===== src/rtl/life_pattern_editor.sv =====
// Seed editor for the 8x8 Life board. Debounced buttons move a cursor over a shadow board.
// A commit streams every cell, index 0 first, over a valid/ready handshake.
module life_pattern_editor #(
    parameter int BIT_WIDTH       = 3,
    parameter int BIT_HEIGHT      = 3,
    parameter int DEBOUNCE_CYCLES = 250000
) (
    input  logic                                   clk,
    input  logic                                   reset,
    input  logic                                   btn_up,
    input  logic                                   btn_down,
    input  logic                                   btn_left,
    input  logic                                   btn_right,
    input  logic                                   btn_toggle,
    input  logic                                   btn_clear,
    input  logic                                   btn_commit,
    output logic [2**(BIT_WIDTH+BIT_HEIGHT)-1:0]   edit_board,
    output logic [BIT_WIDTH-1:0]                   cursor_x,
    output logic [BIT_HEIGHT-1:0]                  cursor_y,
    output logic                                   load_valid,
    output logic [BIT_WIDTH+BIT_HEIGHT-1:0]        load_addr,
    output logic                                   load_data,
    input  logic                                   load_ready,
    output logic                                   load_done,
    output logic                                   busy
);

    localparam int ADDR_W = BIT_WIDTH + BIT_HEIGHT;
    localparam int SIZE   = 2**ADDR_W;
    localparam int NBTN   = 7;
    localparam int CNT_W  = (DEBOUNCE_CYCLES > 1) ? $clog2(DEBOUNCE_CYCLES) : 1;
    localparam logic [CNT_W-1:0] CNT_LAST = CNT_W'(DEBOUNCE_CYCLES - 1);

    localparam int B_UP     = 0;
    localparam int B_DOWN   = 1;
    localparam int B_LEFT   = 2;
    localparam int B_RIGHT  = 3;
    localparam int B_TOGGLE = 4;
    localparam int B_CLEAR  = 5;
    localparam int B_COMMIT = 6;

    typedef enum logic [1:0] {
        EDIT,
        STREAM,
        DONE
    } state_t;

    logic [NBTN-1:0]       w_raw;
    logic [NBTN-1:0]       r_sync1;
    logic [NBTN-1:0]       r_sync2;
    logic [NBTN-1:0]       r_deb;
    logic [NBTN-1:0]       w_flip;
    logic [NBTN-1:0]       w_press;
    logic [CNT_W-1:0]      r_cnt [NBTN];

    state_t                r_state;
    logic [SIZE-1:0]       r_board;
    logic [BIT_WIDTH-1:0]  r_cursorX;
    logic [BIT_HEIGHT-1:0] r_cursorY;
    logic [BIT_WIDTH-1:0]  w_nextX;
    logic [BIT_HEIGHT-1:0] w_nextY;
    logic [ADDR_W-1:0]     w_idx;
    logic                  r_loadValid;
    logic [ADDR_W-1:0]     r_loadAddr;
    logic                  r_loadDone;
    logic                  r_busy;

    assign w_raw = {btn_commit, btn_clear, btn_toggle, btn_right, btn_left, btn_down, btn_up};

    // The press pulse coincides with the edge on which the debounced level rises.
    always_comb begin
        w_flip  = '0;
        w_press = '0;
        for (int i = 0; i < NBTN; i++) begin
            w_flip[i]  = (r_sync2[i] != r_deb[i]) && (r_cnt[i] == CNT_LAST);
            w_press[i] = w_flip[i] && r_sync2[i];
        end
    end

    always_ff @(posedge clk) begin
        if (!reset) begin
            r_sync1 <= '0;
            r_sync2 <= '0;
            r_deb   <= '0;
            for (int i = 0; i < NBTN; i++) begin
                r_cnt[i] <= '0;
            end
        end else begin
            r_sync1 <= w_raw;
            r_sync2 <= r_sync1;
            for (int i = 0; i < NBTN; i++) begin
                if (r_sync2[i] == r_deb[i]) begin
                    r_cnt[i] <= '0;
                end else if (w_flip[i]) begin
                    r_cnt[i] <= '0;
                    r_deb[i] <= ~r_deb[i];
                end else begin
                    r_cnt[i] <= r_cnt[i] + CNT_W'(1);
                end
            end
        end
    end

    // Opposing moves cancel; the board width is a power of two, so wrap is free.
    always_comb begin
        w_nextX = r_cursorX;
        w_nextY = r_cursorY;
        if (w_press[B_LEFT] && !w_press[B_RIGHT]) begin
            w_nextX = r_cursorX - BIT_WIDTH'(1);
        end else if (w_press[B_RIGHT] && !w_press[B_LEFT]) begin
            w_nextX = r_cursorX + BIT_WIDTH'(1);
        end
        if (w_press[B_UP] && !w_press[B_DOWN]) begin
            w_nextY = r_cursorY - BIT_HEIGHT'(1);
        end else if (w_press[B_DOWN] && !w_press[B_UP]) begin
            w_nextY = r_cursorY + BIT_HEIGHT'(1);
        end
    end

    assign w_idx = {r_cursorY, r_cursorX};

    always_ff @(posedge clk) begin
        if (!reset) begin
            r_state     <= EDIT;
            r_board     <= '0;
            r_cursorX   <= '0;
            r_cursorY   <= '0;
            r_loadValid <= 1'b0;
            r_loadAddr  <= '0;
            r_loadDone  <= 1'b0;
            r_busy      <= 1'b0;
        end else begin
            case (r_state)
                EDIT: begin
                    if (w_press[B_CLEAR]) begin
                        r_board <= '0;
                    end else begin
                        if (w_press[B_TOGGLE]) begin
                            r_board <= r_board ^ (SIZE'(1) << w_idx);
                        end
                        r_cursorX <= w_nextX;
                        r_cursorY <= w_nextY;
                    end
                    if (w_press[B_COMMIT]) begin
                        r_state     <= STREAM;
                        r_loadValid <= 1'b1;
                        r_loadAddr  <= '0;
                        r_busy      <= 1'b1;
                    end
                end
                STREAM: begin
                    if (r_loadValid && load_ready) begin
                        if (r_loadAddr == ADDR_W'(SIZE - 1)) begin
                            r_state     <= DONE;
                            r_loadValid <= 1'b0;
                            r_loadDone  <= 1'b1;
                        end else begin
                            r_loadAddr <= r_loadAddr + ADDR_W'(1);
                        end
                    end
                end
                DONE: begin
                    r_state    <= EDIT;
                    r_loadDone <= 1'b0;
                    r_busy     <= 1'b0;
                    r_loadAddr <= '0;
                end
                default: begin
                    r_state <= EDIT;
                end
            endcase
        end
    end

    assign edit_board = r_board;
    assign cursor_x   = r_cursorX;
    assign cursor_y   = r_cursorY;
    assign load_valid = r_loadValid;
    assign load_addr  = r_loadAddr;
    assign load_data  = r_board[r_loadAddr];
    assign load_done  = r_loadDone;
    assign busy       = r_busy;

endmodule


===== config.mk =====
export PLATFORM = sky130hd
export DESIGN_NAME = life_pattern_editor
export DESIGN_NICKNAME = d
export VERILOG_FILES = /design/src/rtl/life_pattern_editor.sv
export SDC_FILE = /design/constraint.sdc
export NUM_CORES = 1
export LEC_CHECK = 0
export CORE_MARGIN = 5
export CORE_UTILIZATION = 55
export CTS_CLUSTER_DIAMETER = 120
export DETAILED_ROUTE_END_ITERATION = 10
export HOLD_SLACK_MARGIN = 0.08
export PLACE_DENSITY = 0.76
export SYNTH_ARGS = -nofsm -noshare
export SYNTH_HDL_FRONTEND = slang
export SYNTH_SLANG_ARGS = --single-unit
export TNS_END_PERCENT = 30

===== constraint.sdc =====
create_clock -name clk -period 3.38 [get_ports clk]
set_input_delay 0.338 -clock clk [delete_from_list [all_inputs] [get_ports clk]]
set_output_delay 0.338 -clock clk [all_outputs]
set_load 0.01 [all_outputs]

### After elaboration in Yosys (flattened, before gate mapping)

Memories as Yosys holds them, arrays and structs flattened.
Cells that the tools add are included.
Widths: inputs -> output; s select.

| storage, ports and cells | value |
|---|---|
| memories | 1 |
| output and inout bits | 80 |
| memory bits (writable) | 126 |
| register bits | 102 |

| operators by class | value |
|---|---|
| shift-type cells | 1 |
| reduce and logical (&&, ||, !) cells | 46 |
| muxes and demuxes | 123 |
| magnitude comparators | 1 |
| $add $sub $neg | 12 |
| equal/unequal tests | 28 |
| bitwise gates (word level) | 37 |

Memories:

| memory | depth | width | rd ports | clocked after Yosys merged registers in | write ports | RTL line | text |
|---|---|---|---|---|---|---|---|
| r_cnt | 7 | 18 | 7 | 0 | 7 | 54 | `logic [CNT_W-1:0] r_cnt [NBTN];` |

Operator list:

| kind | count |
|---|---|
| $mux 18 | 21 |
| $mux 64 | 2 |
| $add 18x1->18 const B | 7 |
| $eq 18x18->1 const B | 7 |
| $mux 1 | 84 |
| $shl 1x6->64 const A | 1 |
| $xor 64x64->64 | 1 |
| $or 1x1->1 | 21 |
| $logic_and 1x1->1 | 19 |
| $mux 6 | 3 |
| $pmux 6 s3 | 1 |
| $reduce_and 2->1 | 9 |
| $not 1->1 | 15 |
| $mux 3 | 4 |
| $reduce_and 3->1 | 4 |
| $reduce_bool 2->1 | 6 |
| $ne 2x2->1 const B | 4 |
| $reduce_and 4->1 | 2 |
| $eq 1x1->1 | 7 |
| $lt 6x7->1 const B | 1 |
| $ne 1x1->1 | 7 |
| $add 3x1->3 const B | 2 |
| $add 6x1->6 const B | 1 |
| $bmux 1 s6 | 1 |
| 10 further kinds | 18 |

### Depth between registers and ports, before layout

Gate-level depths: netlist (run 1).

| logic depth | value |
|---|---|
| depth after elaboration | 8 |
| mapped depth | 12 |
| depth with buffers taken out | 11 |

### Worst setup path before layout (run 1)

No wires, ideal clock.

| path | value |
|---|---|
| path kind | register -> register |
| from | memory r_cnt[2][8] in the netlist's numbering |
| to | register r_cursorX[2], in the netlist cursor_x[2] |
| cell stages (with the launch flop) | 11 |
| clock period less this slack | 2.875 ns |
| data arrival time | 2.804 ns |
| path slack | 0.505 ns |
| library setup time | 0.070 ns |
| buffers on the path | 0 |
| path through | edfxtp_1 > or4b_2 > nor3_1 > nand4b_1 > nor3b_1 > ha_1 > inv_1 > fa_1 > xor2_1 > or3_1 > a21oi_1 |

RTL lines:

| element | RTL line | text |
|---|---|---|
| start: declaration | 54 |  |
| end signal: assignment | 141 | `r_cursorX <= w_nextX;` |
| end: declaration | 58 | `logic [BIT_WIDTH-1:0] r_cursorX;` |

### Final worst setup path (run 1)

| path | value |
|---|---|
| from | register r_loadAddr[1], in the netlist load_addr[1] |
| to | output load_data |

| between the ends | value |
|---|---|
| word-level cells in the longest chain between the ends | 2 |

RTL lines:

| element | RTL line | text |
|---|---|---|
| start: declaration | 64 | `logic [ADDR_W-1:0] r_loadAddr;` |
| start signal: assignment | 158 | `r_loadAddr <= r_loadAddr + ADDR_W'(1);` |
| $bmux 1 s6 | 180 | `assign load_data = r_board[r_loadAddr];` |
| $mux 1 (implied by the code) | 180 |  |
| end: declaration | 22 | `output logic load_data,` |

No other way between the ends. The select of a mux whose other input is x is not followed.

==> metrics.cfg, run 1 <==
[outcome]
status=completed

[setup_path]
critPathSlowestCell=mux4_2
start_kind=flop
cp_cell_sequence=mux4_2, mux4_2, nor3b_1, a311o_1, clkdlybuf4s50_1
worstPathArrival_ns=2.95
path_class=reg2out
cp_slowest_stage_delay_ns=0.50
path_buf_inv=1
critPathRequiredTime_ns=3.04
critPathMaxFanout=7
critPathMostFrequentCell=mux4_2
cp-end-kind=primary output
crit_family=multiplexers

[die]
rows=52
start_util_pct=56.4
fp.dieW_um=154
dieHeight_um=154
core-area_um2=20400
num_io_pins=90
die_area_um2=23900

[global_route]
grt_max_degree=65
globalRoute.totalOverflow=0
grt_pass1_wl_um=43000
grtUsageTotal_pct=21.6
antenna_found_initial=0
grt_pass1_vias=8771

[drt]
drc=0
first_pass_iters=5
vias_per_cell=5.58
ant_nets=0
vias=8990
drtIter0Drc=512
route.detailed.wl_per_inst_um=16.2
wirelength_um=26000

[placed_design]
io_buffers=89
place_ws_ns=0.319
placedCellCount=1564
place.gp.congestion=0.862
dp_hpwl_um=18600

[run]
drv_cap=0

[synth]
yosys_most_used_dff=edfxtp_1
ys_types=56
async_reset_ff_share_pct=0
synth_edf_count=126
syn_area_per_cell_um2=10.3
synth-seq-area-share_pct=50.8
synth_seq_cells=228
synth_area_um2=11500
synth_cells=1116
yosysWarnings=0

[clock_network]
clock_path_buffers=3
htreeDepth=1
path_clk_slew_ns=0.07
clock_sinks=228
cts_buffers=25
root_buffer=clkbuf_16
clock_latency_ns=0.52
cts_tree=done

[timing]
setup_tns_ns=0
hold_slack_ns=0.403
period_share_pct=97.3
period_minus_slack_ns=3.29
setup-violations-final=0
grt_setup_unrepaired=no
max-slew-margin-rel_pct=51.9
finalClockSkew_ns=0.0211
fin_ws_ns=0.0915
worstMarginPinSlew_ns=0.720
max_freq_mhz=304
report.final.slew_viol_count=0
hold_violations=0

[cells_and_area]
final_util_pct=68.1
syn2layout_area_growth_pct=20.8
fin_nets=1344
final_common_cell=nor2_1
finalNonFillerCells=1610
drive_gt1_share_pct=6.34
mostFrequentLayoutCells=nor2_1 (175), edfxtp_1 (126), conb_1 (126), dfxtp_1 (100), clkdlybuf4s50_1 (89)
antenna_cells=0

[pwr]
power_leakage_uw=0.00463
power_density_nw_per_um2=421
vdd_drop_max_mv=0.330

[min_path]
hold_path.class=in2reg

state kept, by name, indices dropped and copies added, names as in the netlist:
name / cells
busy: 1
cursor_x: 3
cursor_y: 3
edit_board: 64
load_addr: 6
load_done: 1
load_valid: 1
r_cnt: 126
r_deb: 7
r_state: 2
r_sync1: 7
r_sync2: 7
cells by family after synthesis:
logic type,Yosys count,synth area share (%)
and+or+nand+nor,468,20.5
xor gates and xnor gates,121,9.23
other,1,0.0327
adders and majority gates,12,1.44
buffers and inverters,83,3.18
AOI/OAI and AO/OA,172,11.0
DFF,228,50.8
muxes,31,3.79
metal layers:
metal | vias up | global-route usage [%] | share of wire [%]
met2 | 259 | 36.1 | 48
met4 | 0 | 6.64 | 2.8
met1 | 4285 | 29.0 | 44
li1 | 4392 | - | -
met3 | 54 | 3.35 | 5.4
met5 | - | 0 | 0
worst reg2reg max path: stages, from the launching register on:
cell      delay [ns]
edfxtp_1        0.46
or4b_2          0.65
nor3_1          0.15
nand4b_1        0.20
nor3b_1         0.25
ha_1            0.21
inv_1           0.06
fa_1            0.38
xor2_1          0.16
or3_1           0.35
a21oi_1         0.15
synthesized netlist by cell type (all sizes together) (3+ instances only):
cell type | number | area (um2)
nand3b | 3 | 30.0
nand2b | 4 | 25.0
or2 | 9 | 56.3
nand4 | 26 | 163
and4 | 9 | 78.8
a211oi | 6 | 45.0
o31ai | 64 | 495
and3 | 11 | 68.8
xor2 | 53 | 464
a21oi | 13 | 65.1
or3 | 7 | 43.8
nand2 | 60 | 225
nor2 | 175 | 657
xnor2 | 68 | 596
inv | 31 | 116
buf | 12 | 98.8
nand3 | 71 | 373
nor3 | 19 | 95.1
or4 | 3 | 22.5
nor4b | 9 | 78.8
edfxtp | 126 | 3780
a22oi | 4 | 30.0
mux4 | 10 | 225
nor3b | 4 | 30.0
o21ai | 7 | 35.0
o211ai | 64 | 480
clkbuf | 39 | 146
mux2i | 21 | 210
a311o | 3 | 30.0
nor2b | 9 | 56.3
dfxtp | 102 | 2040
nor4 | 22 | 159
ha | 10 | 125
and2 | 21 | 131
a31oi | 5 | 31.3
layout make-up:
type / count / area, um2
fillers: 1622 / 6500
flip-flops and latches: 228 / 5830
multi-input cells: 930 / 5770
repair buffers: 105 / 1010
clock buffers: 34 / 722
well taps: 270 / 338
inverters: 32 / 120
clock inverters: 11 / 65.1
final timing paths:
check / from / end / slack (ns) / depth (start not counted)
max reg2reg: r_cnt[2][8] / cursor_x[2] / 0.31 / 10
max: load_addr[1] / load_data / 0.09 / 5
min: btn_toggle / r_sync1[4] / 0.40 / 2
min reg2reg: r_sync1[2] / r_sync2[2] / 0.43 / 1
repair_timing:
item / 4_1_cts / 5_1_grt
hold buffers: 0 / 0
buffers inserted: 0 / 1
hold endpoints to repair: 0 / 0
endpoints found under the setup margin: 1 / 1
gates resized for setup: 2 / 1
power breakdown:
group	internal, uW	switching, uW	leakage (uW)
logic	74.6	106	0.00212
clock network	1500	1090	0.000386
registers	3000	76.4	0.00213
total	4570	1270	0.00463
through the flow:
stage | area [um2] | power, uW
finish | 13900 | 5840
global route | 13900 | 6050
CTS | 13900 | 5880
detailed placement | 13100 | 3310
global placement | 13100 | 3300
floorplan | 11900 | 3250
(Power assumes the default switching activity.)
==> inputs of run 2 (changes only) <==
--- a/config.mk
+++ b/config.mk
@@ -11,6 +11,7 @@
 export DETAILED_ROUTE_END_ITERATION = 10
 export HOLD_SLACK_MARGIN = 0.08
 export PLACE_DENSITY = 0.76
+export SLEW_MARGIN = 25
 export SYNTH_ARGS = -nofsm -noshare
 export SYNTH_HDL_FRONTEND = slang
 export SYNTH_SLANG_ARGS = --single-unit
==> results of run 2 <==
No change in the layout: final DEF, timing and power equal those of run 1.
